--- src/rtl/mips_mem_pkg.sv ---
// -----------------------------------------------------------------------------
// mips_mem_pkg
// Shared definitions for the MEM-stage load/store engine:
//   - MOP_* memory operation codes (MOP_NONE = 0 means "not a memory op")
//   - mem_state_e : engine FSM states
//   - SEL_* byte-lane select constants (bit 3 = byte 0, big-endian lanes)
//   - small op classification helpers
// -----------------------------------------------------------------------------
package mips_mem_pkg;

    localparam logic [3:0] MOP_NONE = 4'd0;
    localparam logic [3:0] MOP_LB   = 4'd1;
    localparam logic [3:0] MOP_LBU  = 4'd2;
    localparam logic [3:0] MOP_LH   = 4'd3;
    localparam logic [3:0] MOP_LHU  = 4'd4;
    localparam logic [3:0] MOP_LW   = 4'd5;
    localparam logic [3:0] MOP_SB   = 4'd6;
    localparam logic [3:0] MOP_SH   = 4'd7;
    localparam logic [3:0] MOP_SW   = 4'd8;
    localparam logic [3:0] MOP_LL   = 4'd9;
    localparam logic [3:0] MOP_SC   = 4'd10;

    typedef enum logic [1:0] {
        IDLE  = 2'd0,
        BUSY  = 2'd1,
        DONE  = 2'd2,
        ABORT = 2'd3
    } mem_state_e;

    localparam logic [3:0] SEL_NONE  = 4'b0000;
    localparam logic [3:0] SEL_BYTE0 = 4'b1000;
    localparam logic [3:0] SEL_HALF0 = 4'b1100;
    localparam logic [3:0] SEL_HALF2 = 4'b0011;
    localparam logic [3:0] SEL_WORD  = 4'b1111;

    // Any op that touches memory (including SC, which may still skip the bus).
    function automatic logic is_mem_op(input logic [3:0] op);
        return (op >= MOP_LB) && (op <= MOP_SC);
    endfunction

    // Ops that write memory; SC counts as a store.
    function automatic logic is_store_op(input logic [3:0] op);
        return (op == MOP_SB) || (op == MOP_SH) || (op == MOP_SW) || (op == MOP_SC);
    endfunction

endpackage

--- src/rtl/mem_lane_align.sv ---
// -----------------------------------------------------------------------------
// mem_lane_align
// Combinational byte-lane steering for a 32-bit big-endian bus.
// Ports:
//   op_i       in  4   memory op code (MOP_*)
//   addr_lo_i  in  2   address bits [1:0]
//   st_data_i  in  32  store data (rt)
//   ld_data_i  in  32  raw bus read word
//   sel_o      out 4   byte lane select, bit3 = byte 0 (0 when misaligned)
//   st_data_o  out 32  store data replicated across all lanes
//   ld_data_o  out 32  extracted and sign/zero-extended load result
//   misalign_o out 1   address not aligned for the access size
// -----------------------------------------------------------------------------
module mem_lane_align
    import mips_mem_pkg::*;
(
    input  logic [3:0]  op_i,
    input  logic [1:0]  addr_lo_i,
    input  logic [31:0] st_data_i,
    input  logic [31:0] ld_data_i,
    output logic [3:0]  sel_o,
    output logic [31:0] st_data_o,
    output logic [31:0] ld_data_o,
    output logic        misalign_o
);

    logic [7:0]  byte_s;
    logic [15:0] half_s;

    // Pick the addressed byte/halfword out of the read word (byte 0 is MSB).
    always_comb begin
        byte_s = 8'h00;
        case (addr_lo_i)
            2'd0:    byte_s = ld_data_i[31:24];
            2'd1:    byte_s = ld_data_i[23:16];
            2'd2:    byte_s = ld_data_i[15:8];
            2'd3:    byte_s = ld_data_i[7:0];
            default: byte_s = 8'h00;
        endcase
        if (addr_lo_i[1]) begin
            half_s = ld_data_i[15:0];
        end else begin
            half_s = ld_data_i[31:16];
        end
    end

    // Lane select, store replication and alignment check per access size.
    always_comb begin
        sel_o      = SEL_NONE;
        st_data_o  = 32'h0000_0000;
        misalign_o = 1'b0;
        case (op_i)
            MOP_LB, MOP_LBU, MOP_SB: begin
                sel_o     = SEL_BYTE0 >> addr_lo_i;
                st_data_o = {4{st_data_i[7:0]}};
            end
            MOP_LH, MOP_LHU, MOP_SH: begin
                st_data_o = {2{st_data_i[15:0]}};
                if (addr_lo_i[0]) begin
                    misalign_o = 1'b1;
                end else if (addr_lo_i[1]) begin
                    sel_o = SEL_HALF2;
                end else begin
                    sel_o = SEL_HALF0;
                end
            end
            MOP_LW, MOP_SW, MOP_LL, MOP_SC: begin
                st_data_o = st_data_i;
                if (addr_lo_i != 2'b00) begin
                    misalign_o = 1'b1;
                end else begin
                    sel_o = SEL_WORD;
                end
            end
            default: sel_o = SEL_NONE;
        endcase
    end

    // Load result extension.
    always_comb begin
        ld_data_o = 32'h0000_0000;
        case (op_i)
            MOP_LB:         ld_data_o = {{24{byte_s[7]}}, byte_s};
            MOP_LBU:        ld_data_o = {24'h00_0000, byte_s};
            MOP_LH:         ld_data_o = {{16{half_s[15]}}, half_s};
            MOP_LHU:        ld_data_o = {16'h0000, half_s};
            MOP_LW, MOP_LL: ld_data_o = ld_data_i;
            default:        ld_data_o = 32'h0000_0000;
        endcase
    end

endmodule

--- src/rtl/mem_access_unit.sv ---
// -----------------------------------------------------------------------------
// mem_access_unit
// MEM-stage load/store engine. Runs LB/LBU/LH/LHU/LW/SB/SH/SW/LL/SC over a
// req/ack bus and holds the pipe with stallreq_o until the transfer is done.
// Non-memory ops pass through combinationally with no stall.
// Ports:
//   clk, rst (async, active-low), flush
//   mem_op_i/mem_addr_i/mem_wdata_i   op, effective address, store data
//   wd_i/wreg_i/wdata_i               EX/MEM destination, write enable, ALU result
//   LLbit_i, wb_LLbit_we_i/value_i    committed LLbit and MEM/WB forward
//   bus_req_o/we_o/addr_o/sel_o/wdata_o  registered bus request
//   bus_rdata_i/bus_ack_i             bus response
//   wd_o/wreg_o/wdata_o               to MEM/WB
//   LLbit_we_o/LLbit_value_o          LLbit register update
//   stallreq_o                        stall request
//   excp_adel_o/excp_ades_o           misaligned load / store
// -----------------------------------------------------------------------------
module mem_access_unit
    import mips_mem_pkg::*;
#(
    parameter int AW = 32,
    parameter int DW = 32
) (
    input  logic          clk,
    input  logic          rst,
    input  logic          flush,
    input  logic [3:0]    mem_op_i,
    input  logic [AW-1:0] mem_addr_i,
    input  logic [DW-1:0] mem_wdata_i,
    input  logic [4:0]    wd_i,
    input  logic          wreg_i,
    input  logic [DW-1:0] wdata_i,
    input  logic          LLbit_i,
    input  logic          wb_LLbit_we_i,
    input  logic          wb_LLbit_value_i,
    output logic          bus_req_o,
    output logic          bus_we_o,
    output logic [AW-1:0] bus_addr_o,
    output logic [3:0]    bus_sel_o,
    output logic [DW-1:0] bus_wdata_o,
    input  logic [DW-1:0] bus_rdata_i,
    input  logic          bus_ack_i,
    output logic [4:0]    wd_o,
    output logic          wreg_o,
    output logic [DW-1:0] wdata_o,
    output logic          LLbit_we_o,
    output logic          LLbit_value_o,
    output logic          stallreq_o,
    output logic          excp_adel_o,
    output logic          excp_ades_o
);

    mem_state_e    state_q, state_d;
    logic          bus_req_q, bus_req_d;
    logic          bus_we_q, bus_we_d;
    logic [AW-1:0] bus_addr_q, bus_addr_d;
    logic [3:0]    bus_sel_q, bus_sel_d;
    logic [DW-1:0] bus_wdata_q, bus_wdata_d;
    logic [DW-1:0] rdata_q, rdata_d;
    // Op and low address bits latched at launch so the result is formed from
    // the transaction that actually ran, not from whatever sits on the inputs.
    logic [3:0]    op_q, op_d;
    logic [1:0]    addr_lo_q, addr_lo_d;

    logic          llbit_eff_s;
    logic [3:0]    align_op_s;
    logic [1:0]    align_addr_s;
    logic [3:0]    sel_s;
    logic [DW-1:0] st_rep_s;
    logic [DW-1:0] ld_ext_s;
    logic          misalign_s;

    // A pending LLbit write in MEM/WB is newer than the committed LLbit.
    assign llbit_eff_s = wb_LLbit_we_i ? wb_LLbit_value_i : LLbit_i;

    // In IDLE the lane logic looks at the incoming op; afterwards at the latched one.
    assign align_op_s   = (state_q == IDLE) ? mem_op_i        : op_q;
    assign align_addr_s = (state_q == IDLE) ? mem_addr_i[1:0] : addr_lo_q;

    mem_lane_align u_lane (
        .op_i       (align_op_s),
        .addr_lo_i  (align_addr_s),
        .st_data_i  (mem_wdata_i),
        .ld_data_i  (rdata_q),
        .sel_o      (sel_s),
        .st_data_o  (st_rep_s),
        .ld_data_o  (ld_ext_s),
        .misalign_o (misalign_s)
    );

    assign bus_req_o   = bus_req_q;
    assign bus_we_o    = bus_we_q;
    assign bus_addr_o  = bus_addr_q;
    assign bus_sel_o   = bus_sel_q;
    assign bus_wdata_o = bus_wdata_q;

    // State and bus request registers.
    always_ff @(posedge clk or negedge rst) begin
        if (!rst) begin
            state_q     <= IDLE;
            bus_req_q   <= 1'b0;
            bus_we_q    <= 1'b0;
            bus_addr_q  <= '0;
            bus_sel_q   <= 4'b0000;
            bus_wdata_q <= '0;
            rdata_q     <= '0;
            op_q        <= MOP_NONE;
            addr_lo_q   <= 2'b00;
        end else begin
            state_q     <= state_d;
            bus_req_q   <= bus_req_d;
            bus_we_q    <= bus_we_d;
            bus_addr_q  <= bus_addr_d;
            bus_sel_q   <= bus_sel_d;
            bus_wdata_q <= bus_wdata_d;
            rdata_q     <= rdata_d;
            op_q        <= op_d;
            addr_lo_q   <= addr_lo_d;
        end
    end

    // Next-state, bus launch/retire and pipeline-facing outputs.
    always_comb begin
        state_d       = state_q;
        bus_req_d     = bus_req_q;
        bus_we_d      = bus_we_q;
        bus_addr_d    = bus_addr_q;
        bus_sel_d     = bus_sel_q;
        bus_wdata_d   = bus_wdata_q;
        rdata_d       = rdata_q;
        op_d          = op_q;
        addr_lo_d     = addr_lo_q;
        wd_o          = 5'd0;
        wreg_o        = 1'b0;
        wdata_o       = '0;
        LLbit_we_o    = 1'b0;
        LLbit_value_o = 1'b0;
        stallreq_o    = 1'b0;
        excp_adel_o   = 1'b0;
        excp_ades_o   = 1'b0;

        if (!rst) begin
            // Held in reset: every output stays low.
            state_d = IDLE;
        end else begin
            case (state_q)
                IDLE: begin
                    if (flush) begin
                        state_d = IDLE;
                    end else if (!is_mem_op(mem_op_i)) begin
                        wd_o    = wd_i;
                        wreg_o  = wreg_i;
                        wdata_o = wdata_i;
                    end else if (misalign_s) begin
                        wd_o        = wd_i;
                        excp_ades_o = is_store_op(mem_op_i);
                        excp_adel_o = ~is_store_op(mem_op_i);
                    end else if ((mem_op_i == MOP_SC) && !llbit_eff_s) begin
                        // Failed SC: reports 0 without touching memory.
                        wd_o    = wd_i;
                        wreg_o  = 1'b1;
                        wdata_o = '0;
                    end else begin
                        wd_o        = wd_i;
                        stallreq_o  = 1'b1;
                        state_d     = BUSY;
                        bus_req_d   = 1'b1;
                        bus_we_d    = is_store_op(mem_op_i);
                        bus_addr_d  = {mem_addr_i[AW-1:2], 2'b00};
                        bus_sel_d   = sel_s;
                        bus_wdata_d = st_rep_s;
                        op_d        = mem_op_i;
                        addr_lo_d   = mem_addr_i[1:0];
                    end
                end
                BUSY: begin
                    wd_o       = wd_i;
                    stallreq_o = 1'b1;
                    if (bus_ack_i) begin
                        bus_req_d   = 1'b0;
                        bus_we_d    = 1'b0;
                        bus_addr_d  = '0;
                        bus_sel_d   = 4'b0000;
                        bus_wdata_d = '0;
                        // A flush landing on the ack cycle simply drops the result.
                        if (flush) begin
                            state_d = IDLE;
                        end else begin
                            rdata_d = bus_rdata_i;
                            state_d = DONE;
                        end
                    end else if (flush) begin
                        state_d = ABORT;
                    end else begin
                        state_d = BUSY;
                    end
                end
                DONE: begin
                    state_d = IDLE;
                    if (flush) begin
                        wd_o = 5'd0;
                    end else begin
                        wd_o    = wd_i;
                        wreg_o  = wreg_i;
                        wdata_o = ld_ext_s;
                        if (op_q == MOP_LL) begin
                            LLbit_we_o    = 1'b1;
                            LLbit_value_o = 1'b1;
                        end else if (op_q == MOP_SC) begin
                            wreg_o        = 1'b1;
                            wdata_o       = {{(DW-1){1'b0}}, 1'b1};
                            LLbit_we_o    = 1'b1;
                            LLbit_value_o = 1'b0;
                        end else begin
                            LLbit_we_o = 1'b0;
                        end
                    end
                end
                ABORT: begin
                    // Bus cycle already issued must finish; its data is discarded.
                    stallreq_o = 1'b1;
                    if (bus_ack_i) begin
                        state_d     = IDLE;
                        bus_req_d   = 1'b0;
                        bus_we_d    = 1'b0;
                        bus_addr_d  = '0;
                        bus_sel_d   = 4'b0000;
                        bus_wdata_d = '0;
                    end else begin
                        state_d = ABORT;
                    end
                end
                default: begin
                    state_d   = IDLE;
                    bus_req_d = 1'b0;
                end
            endcase
        end
    end

endmodule

--- config.mk ---
export PLATFORM = sky130hd
export DESIGN_NAME = mem_access_unit
export DESIGN_NICKNAME = d
export VERILOG_FILES = /design/src/rtl/mips_mem_pkg.sv /design/src/rtl/mem_lane_align.sv /design/src/rtl/mem_access_unit.sv
export SDC_FILE = /design/constraint.sdc
export NUM_CORES = 1
export LEC_CHECK = 0
export BUFFER_PORTS_ARGS = -buffer_cell sky130_fd_sc_hd__clkbuf_2
export CORE_MARGIN = 10
export CORE_UTILIZATION = 44
export DETAILED_ROUTE_END_ITERATION = 10
export PLACE_DENSITY = 0.79
export SKIP_CTS_REPAIR_TIMING = 1
export SLEW_MARGIN = 20
export SYNTH_ARGS = -nofsm -noshare
export SYNTH_HDL_FRONTEND = slang
export SYNTH_SLANG_ARGS = --single-unit
export TNS_END_PERCENT = 10
--- constraint.sdc ---
create_clock -name clk -period 2.25 [get_ports clk]
set_input_delay 0.1125 -clock clk [delete_from_list [all_inputs] [get_ports clk]]
set_output_delay 0.1125 -clock clk [all_outputs]
set_load 0.01 [all_outputs]
==> reports/qor.txt, run 1 <==
Total Nets Final - 1193
initial antenna violation count - 1
CTS tree - done
top-count cell post-synth - nand2_1
post-synthesis sequential area ratio - 43.38%
final wirelength - 24340 um
final hold vios - 22
relative slew slack - 46.77%
clock skew after layout - 0.008245 ns
core area - 13880 um2
Ys Warns - 0
fin. max-slew vios - 0
Leak - 4.796 nW
largest net degree at the start of global routing - 69
drt drc - 0
synthesized cell area - 6230 um2
io pins - 258
critical path arrival - 2.64 ns
share of layout cells above drive strength 1 - 45.20%
die width - 139.0 um
Synth top cells by count - nand2_1, dfrtp_1, nand3_1
clock buffer depth - 2
min cycle time layout - 2.757 ns
DRT iter0 DRCs - 607
die height - 139.0 um
GR Overflow Total - 0
number of flops mapped to enable cells by yosys - 0
Synth Instances - 693
Syn Area/Cell - 8.990 um2
wire length per cell - 19.73 um
Worst Path Required - 2.14 ns
Least-Margin Pin Slew - 0.7985 ns
Clock Pin Slew Worst Setup and Hold Paths - 0.08 ns
status - finished with violations
Critical Path Start Type - flip-flop
CTS H-tree lvls - 3
Max-Cap Viols - 0
row count - 43
Max Clk Rate - 0.3628 GHz
DR vias - 7044
first-pass GRT wire length - 34870 um
CP endpoint kind - output port
pwr dens - 824.0 nW/um2
Final period util - 122.5%
Clock Tree Root - clkbuf_16
unrepaired setup endpoints after global routing - true
DR vias/cell - 5.708
Setup WS pre-CTS - -0.1983 ns
Post-synth top flop - dfrtp_1
Initial DRT Pass Iterations - 6
DP Wirelength - 17010 um
Synth Register Bits - 108
DRT antenna net count - 0
Synth top area share - 43.38%
clock sinks - 108
Crit Path Max Fanout - 7
largest cells by area after synthesis - dfrtp_1, nand2_1, mux2_2
Num CTS Buffers - 9
WHS - -0.01884 ns
Unique masters post-synth - 65
number of global-route vias before repair - 6513
HP Class - in2async
Die ar. - 19320 um2
crit path kind - reg2out
gp weighted congestion - 0.9602
failing checks - hold timing, setup timing
setup ws final - -0.5065 ns
clock latency on the worst-skew pair - 0.36 ns
fraction of registers with async set/reset - 100.0%
area added between synthesis and finish - 53.24%
Port Buffer Count - 255
Worst VDD drop - 0.5754 mV
initial core utilization - 44.88%
Setup Viol. Count Final - 94
Tot GR Track Use - 21.66%
Power Total - 7.866 mW
Synth area leader - dfrtp_1
==> cells by family (layout without fill, tap and decap cells) <==
group	Yosys count	after routing	synth area share, %
AO/OA/AOI/OAI	187	187	20.35
buffers and inverters	67	426	5.302
flip-flops	108	108	43.38
other	1	3	0.06020
XOR/XNOR	5	5	0.7029
AND/OR/NAND/NOR	278	278	20.89
multiplexers	47	47	9.319
==> routing by layer <==
metal | wire (um) | part of all wire [%] | GRT usage (%)
met3 | 1831 | 7.5 | 5.479
met2 | 12640 | 52 | 36.70
met1 | 9277 | 38 | 26.73
met4 | 597 | 2.5 | 5.711
met5 | 0 | 0 | 0
==> layout make-up <==
type / count / area, um2
fillers: 1041 / 4334
multi-input cells: 519 / 3533
repair buffers: 402 / 2730
flip-flops and latches: 108 / 2705
clock buffers: 11 / 252.7
well taps: 180 / 225.2
clock inverters: 5 / 67.56
inverters: 8 / 30.03
diodes: 1 / 2.502
==> where the power goes <==
part | switching (mW) | total [mW] | internal (mW) | leakage [nW]
sequential | 0.540 | 3.12 | 2.58 | 1.37
clock | 0.771 | 1.71 | 0.941 | 0.158
combinational | 1.58 | 3.03 | 1.45 | 3.27
==> per-stage QoR <==
stage | instance area (um2) | util, % | hold WS, ns | instances | TNS, ns
after floorplan | 6235 | - | -0.1831 | 694 | 0
after global placement | 8192 | 59.01 | 0.3009 | 1154 | -5.068
after detailed placement | 8192 | 59.01 | 0.3065 | 1154 | -5.317
after CTS | 8512 | 61.32 | -0.06812 | 1170 | -22.12
after global routing | 9547 | 68.78 | -0.009121 | 1234 | -24.06
final | 9547 | 68.78 | -0.01884 | 1234 | -18.35
==> cell usage in the layout, fill, tap and decap left out, types with 5 or more instances in the layout <==
cell type	n
mux4_2	5
a31oi_1	15
dlygate4sd3_1	56
a21o_1	17
a21oi_2	14
inv_1	8
a22oi_1	18
nor2b_1	6
buf_6	12
dfrtp_1	106
clkbuf_16	10
a22oi_2	7
mux2_2	32
nor2_1	18
clkbuf_2	245
nand3_2	5
and2_1	7
o21ai_1	8
nand3_1	62
a21oi_1	28
buf_12	11
buf_2	9
nand2_2	5
nand2_1	128
o21ai_0	21
nand2b_1	9
buf_4	67
o211ai_1	6
nor3_1	5
==> critical path: stages (launching register included) <==
cell      delay, ns
dfrtp_2        0.48
buf_6          0.17
or2_4          0.28
mux2_4         0.34
buf_12         0.15
mux4_2         0.42
a22oi_2        0.16
o211ai_1       0.13
clkbuf_2       0.16
==> registers in the layout, indices dropped and copies added, names as in the netlist <==
| name | cells |
|---|---|
| addr_lo_q | 2 |
| bus_addr_o | 30 |
| bus_we_o | 1 |
| rdata_q | 32 |
| bus_wdata_o | 32 |
| state_q | 2 |
| bus_req_o | 1 |
| op_q | 4 |
| bus_sel_o | 4 |
==> worst paths after layout <==
| check | start | to | slack [ns] | depth (start not counted) |
|---|---|---|---|---|
| setup / recovery | state_q[0] | wdata_o[4] | -0.51 | 8 |
| hold / removal | rst | state_q[1] | -0.02 | 2 |
| setup reg to reg | state_q[0] | bus_addr_o[18] | -0.11 | 9 |
| hold reg to reg | bus_req_o | bus_req_o | 0.49 | 2 |
| max in group asynchronous | rst | bus_addr_o[16] | 1.33 | 3 |
| min in group clk | mem_addr_i[12] | bus_addr_o[12] | -0.02 | 3 |
Note: power is estimated with default switching activity, not from simulation.
==> inputs of run 2 (changes only) <==
CORE_UTILIZATION = 52   (was 44)
PLACE_DENSITY = 0.86   (was 0.79)
SYNTH_HIERARCHICAL = 1   (was unset)
clock period = 3.6 ns   (was 2.25 ns; I/O delays follow)
==> run 2 against run 1 <==
  * The flow now finishes without violations
  * Global-route usage up 1.4 points
  * Setup slack better by 0.71 ns
  * Combinational power down 29%
  * Sequential share of layout area up 6.6 points
  * Worst hold slack better by 0.063 ns
  * Clock power down 40%
  * Critical path depth up 3
  * Register-to-register slack better by 0.59 ns
  * Synthesized cell count down 22%
  * Clock skew up 0.0061 ns
  * First-iteration DRC count down 2.1%
  * Core utilization down 1.0 points
  * Critical path type unchanged
  * Largest cell class unchanged
==> reports/qor.txt, run 2 <==
status - finished, final reports clean
Max Clk Rate - 0.2948 GHz
synthesized cell area - 6046 um2 (-3.0%)
CTS tree - done
Synth Instances - 541 (-22%)
critical path arrival - 3.21 ns (+0.57 ns)
number of flops mapped to enable cells by yosys - 0 (unchanged)
Final period util - 94.22%
die height - 127.8 um (-8.0%)
Tot GR Track Use - 23.08% (+1.4 points)
DR vias/cell - 6.110 (+7.0%)
fin. max-slew vios - 0 (unchanged)
initial antenna violation count - 0 (-1)
number of global-route vias before repair - 5895 (-9.5%)
clock latency on the worst-skew pair - 0.35 ns (about the same)
final wirelength - 19900 um (-18%)
Gate power share - 40.4% (+1.9 points)
Seq pwr share - 40.5% (+0.8 points)
core area - 11420 um2 (-18%)
share of layout cells above drive strength 1 - 43.75% (-1.5 points)
Sw Ratio - 38.20% (+1.5 points)
final cell count without fillers - 927 (-25%)
wire length per cell - 21.46 um (+8.8%)
DRT antenna net count - 0 (unchanged)
Clock Pin Slew Worst Setup and Hold Paths - 0.08 ns (about the same)
min cycle time layout - 3.392 ns
crit path launch - state_q[1]
area added between synthesis and finish - 27.96%
Worst Path Required - 3.42 ns (+1.28 ns)
Clock Tree Root - clkbuf_16
clock sinks - 108 (unchanged)
initial core utilization - 52.95% (+8.1 points)
Least-Margin Pin Slew - 1.056 ns (+0.2576 ns)
Synth top area share - 44.70% (+1.3 points)
largest cells by area after synthesis - dfrtp_1, a22o_1, mux2_2
DRT iter0 DRCs - 594 (-2.1%)
Critical Path Start Type - flip-flop
placed cell count - 909 (-21%)
Initial DRT Pass Iterations - 7 (+1)
FF-to-FF End - bus_addr_o[28]
Worst R2R Path Depth - 12 (+3)
Power Total - 5.322 mW (-32%)
ant diodes - 0 (-1)
Min-Delay Endpoint - bus_addr_o[25]
Unique masters post-synth - 61 (-6.2%)
CP endpoint kind - output port
post-synthesis sequential area ratio - 44.70% (+1.3 points)
first-pass GRT wire length - 30910 um (-11%)
final hold vios - 0 (-100%)
min-delay src - mem_addr_i[25]
drt drc - 0 (unchanged)
Max-Cap Viols - 0 (unchanged)
Port Buffer Count - 255 (unchanged)
top-count cell post-synth - dfrtp_1
relative slew slack - 29.60% (-17 points)
clock share of power - 19.1% (-2.7 points)
crit path kind - reg2out
Syn Area/Cell - 11.18 um2 (+24%)
Post-synth top flop - dfrtp_1
gp weighted congestion - 0.9689 (+0.91%)
Synth area leader - dfrtp_1
HP Class - in2reg
Setup Viol. Count Final - 0 (-100%)
R2R Path Start - state_q[1]
io pins - 258 (unchanged)
leading cell type in the layout, fill and taps excluded - clkbuf_2
placed instance area - 7385 um2 (-9.9%)
Synth Register Bits - 108 (unchanged)
fraction of registers with async set/reset - 100.0% (unchanged)
row count - 39 (-9.3%)
Total Nets Final - 924 (-23%)
DR vias - 5664 (-20%)
Synth top cells by count - dfrtp_1, a22o_1, nor2_1
r2r setup slk - 0.48 ns (+0.59 ns)
Crit Path Max Fanout - 8 (+1)
net switching power - 2.033 mW (-30%)
DP Wirelength - 15210 um (-11%)
Worst VDD drop - 0.4153 mV (-28%)
hold depth - 2
GR Overflow Total - 0 (unchanged)
Die ar. - 16340 um2 (-15%)
Leak - 4.151 nW (-13%)
clock skew after layout - 0.01438 ns (+0.006137 ns)
cell area after layout - 7736 um2 (-19%)
CTS H-tree lvls - 3 (unchanged)
Internal Power - 3.289 mW (-34%)
largest net degree at the start of global routing - 73 (+5.8%)
most frequent cells in the layout - clkbuf_2, dfrtp_1, a22o_1, nor2_1, a22oi_1
Num CTS Buffers - 9 (unchanged)
unrepaired setup endpoints after global routing - false
die width - 127.8 um (-8.0%)
pwr dens - 687.9 nW/um2 (-17%)
Ys Warns - 6 (+6)
clock buffer depth - 2 (unchanged)
[run 2: power by group through the flow]
stage,clock network [mW],logic [mW],registers (mW)
finish,1.02,2.15,2.16
global placement,0,2.05,2.13
floorplan,0,1.20,2.20
global route,1.08,2.32,2.21
detailed placement,0,2.13,2.15
CTS,1.03,2.14,2.15
[run 2: layout make-up]
| cell class | count | area, um2 |
|---|---|---|
| clock buffer | 9 | 225.2 |
| clock inverter | 7 | 83.83 |
| fill | 859 | 3682 |
| inverter | 13 | 48.80 |
| multi-input combinational | 371 | 3032 |
| sequential | 108 | 2704 |
| tap | 143 | 178.9 |
| timing repair buffer | 276 | 1464 |
[run 2: layer usage]
layer	wire length, um	vias to the layer above	track usage (%)	part of all wire (%)
li1	-	2543	-	-
met4	431	0	7.682	2.2
met2	9940	323	38.76	50
met1	7727	2764	27.74	39
met5	0	-	0	0
met3	1795	34	6.741	9.0
[run 2: per-stage QoR]
stage / setup TNS (ns) / hold WS (ns) / setup slack [ns] / util [%]
floorplan: 0 / -0.1156 / 0.5931 / -
global placement: 0 / 0.3328 / 0.3290 / 64.67
detailed placement: 0 / 0.3453 / 0.08792 / 64.67
CTS: -0.3269 / -0.03049 / -0.1771 / 67.38
global route: 0 / 0.04043 / 0.04078 / 67.75
finish: 0 / 0.04407 / 0.2081 / 67.75
[run 2: kinds of logic after synthesis]
kind of cell           Yosys count  synth area share, %
other                            1              0.06203
flip-flops                     108                44.70
AND/OR/NAND/NOR                125                10.60
AO/OA/AOI/OAI                  188                26.99
multiplexers                    51                10.68
XOR/XNOR                         5                1.035
buffers and inverters           63                5.940
[run 2: worst max-delay path: stages (launching register included)]
cell and delay (ns):
dfrtp_2 0.49, or2_1 0.34, nand2_1 0.11, nand2_2 0.13, buf_4 0.20, or2_4 0.26
a311o_1 0.38, nor2_2 0.35, a221o_1 0.23, a22oi_1 0.11, nor2_1 0.11, clkbuf_2 0.16
[run 2: worst max path at each step]
stage	depth (start not counted)	slack (ns)	to
4_1_cts	10	-0.18	stallreq_o
2_1_floorplan	14	0.59	bus_addr_o[14]
3_5_place_dp	10	0.09	bus_addr_o[28]
3_3_place_gp	10	0.33	bus_addr_o[17]
5_1_grt	11	0.04	wdata_o[14]
6_report	11	0.21	wdata_o[14]
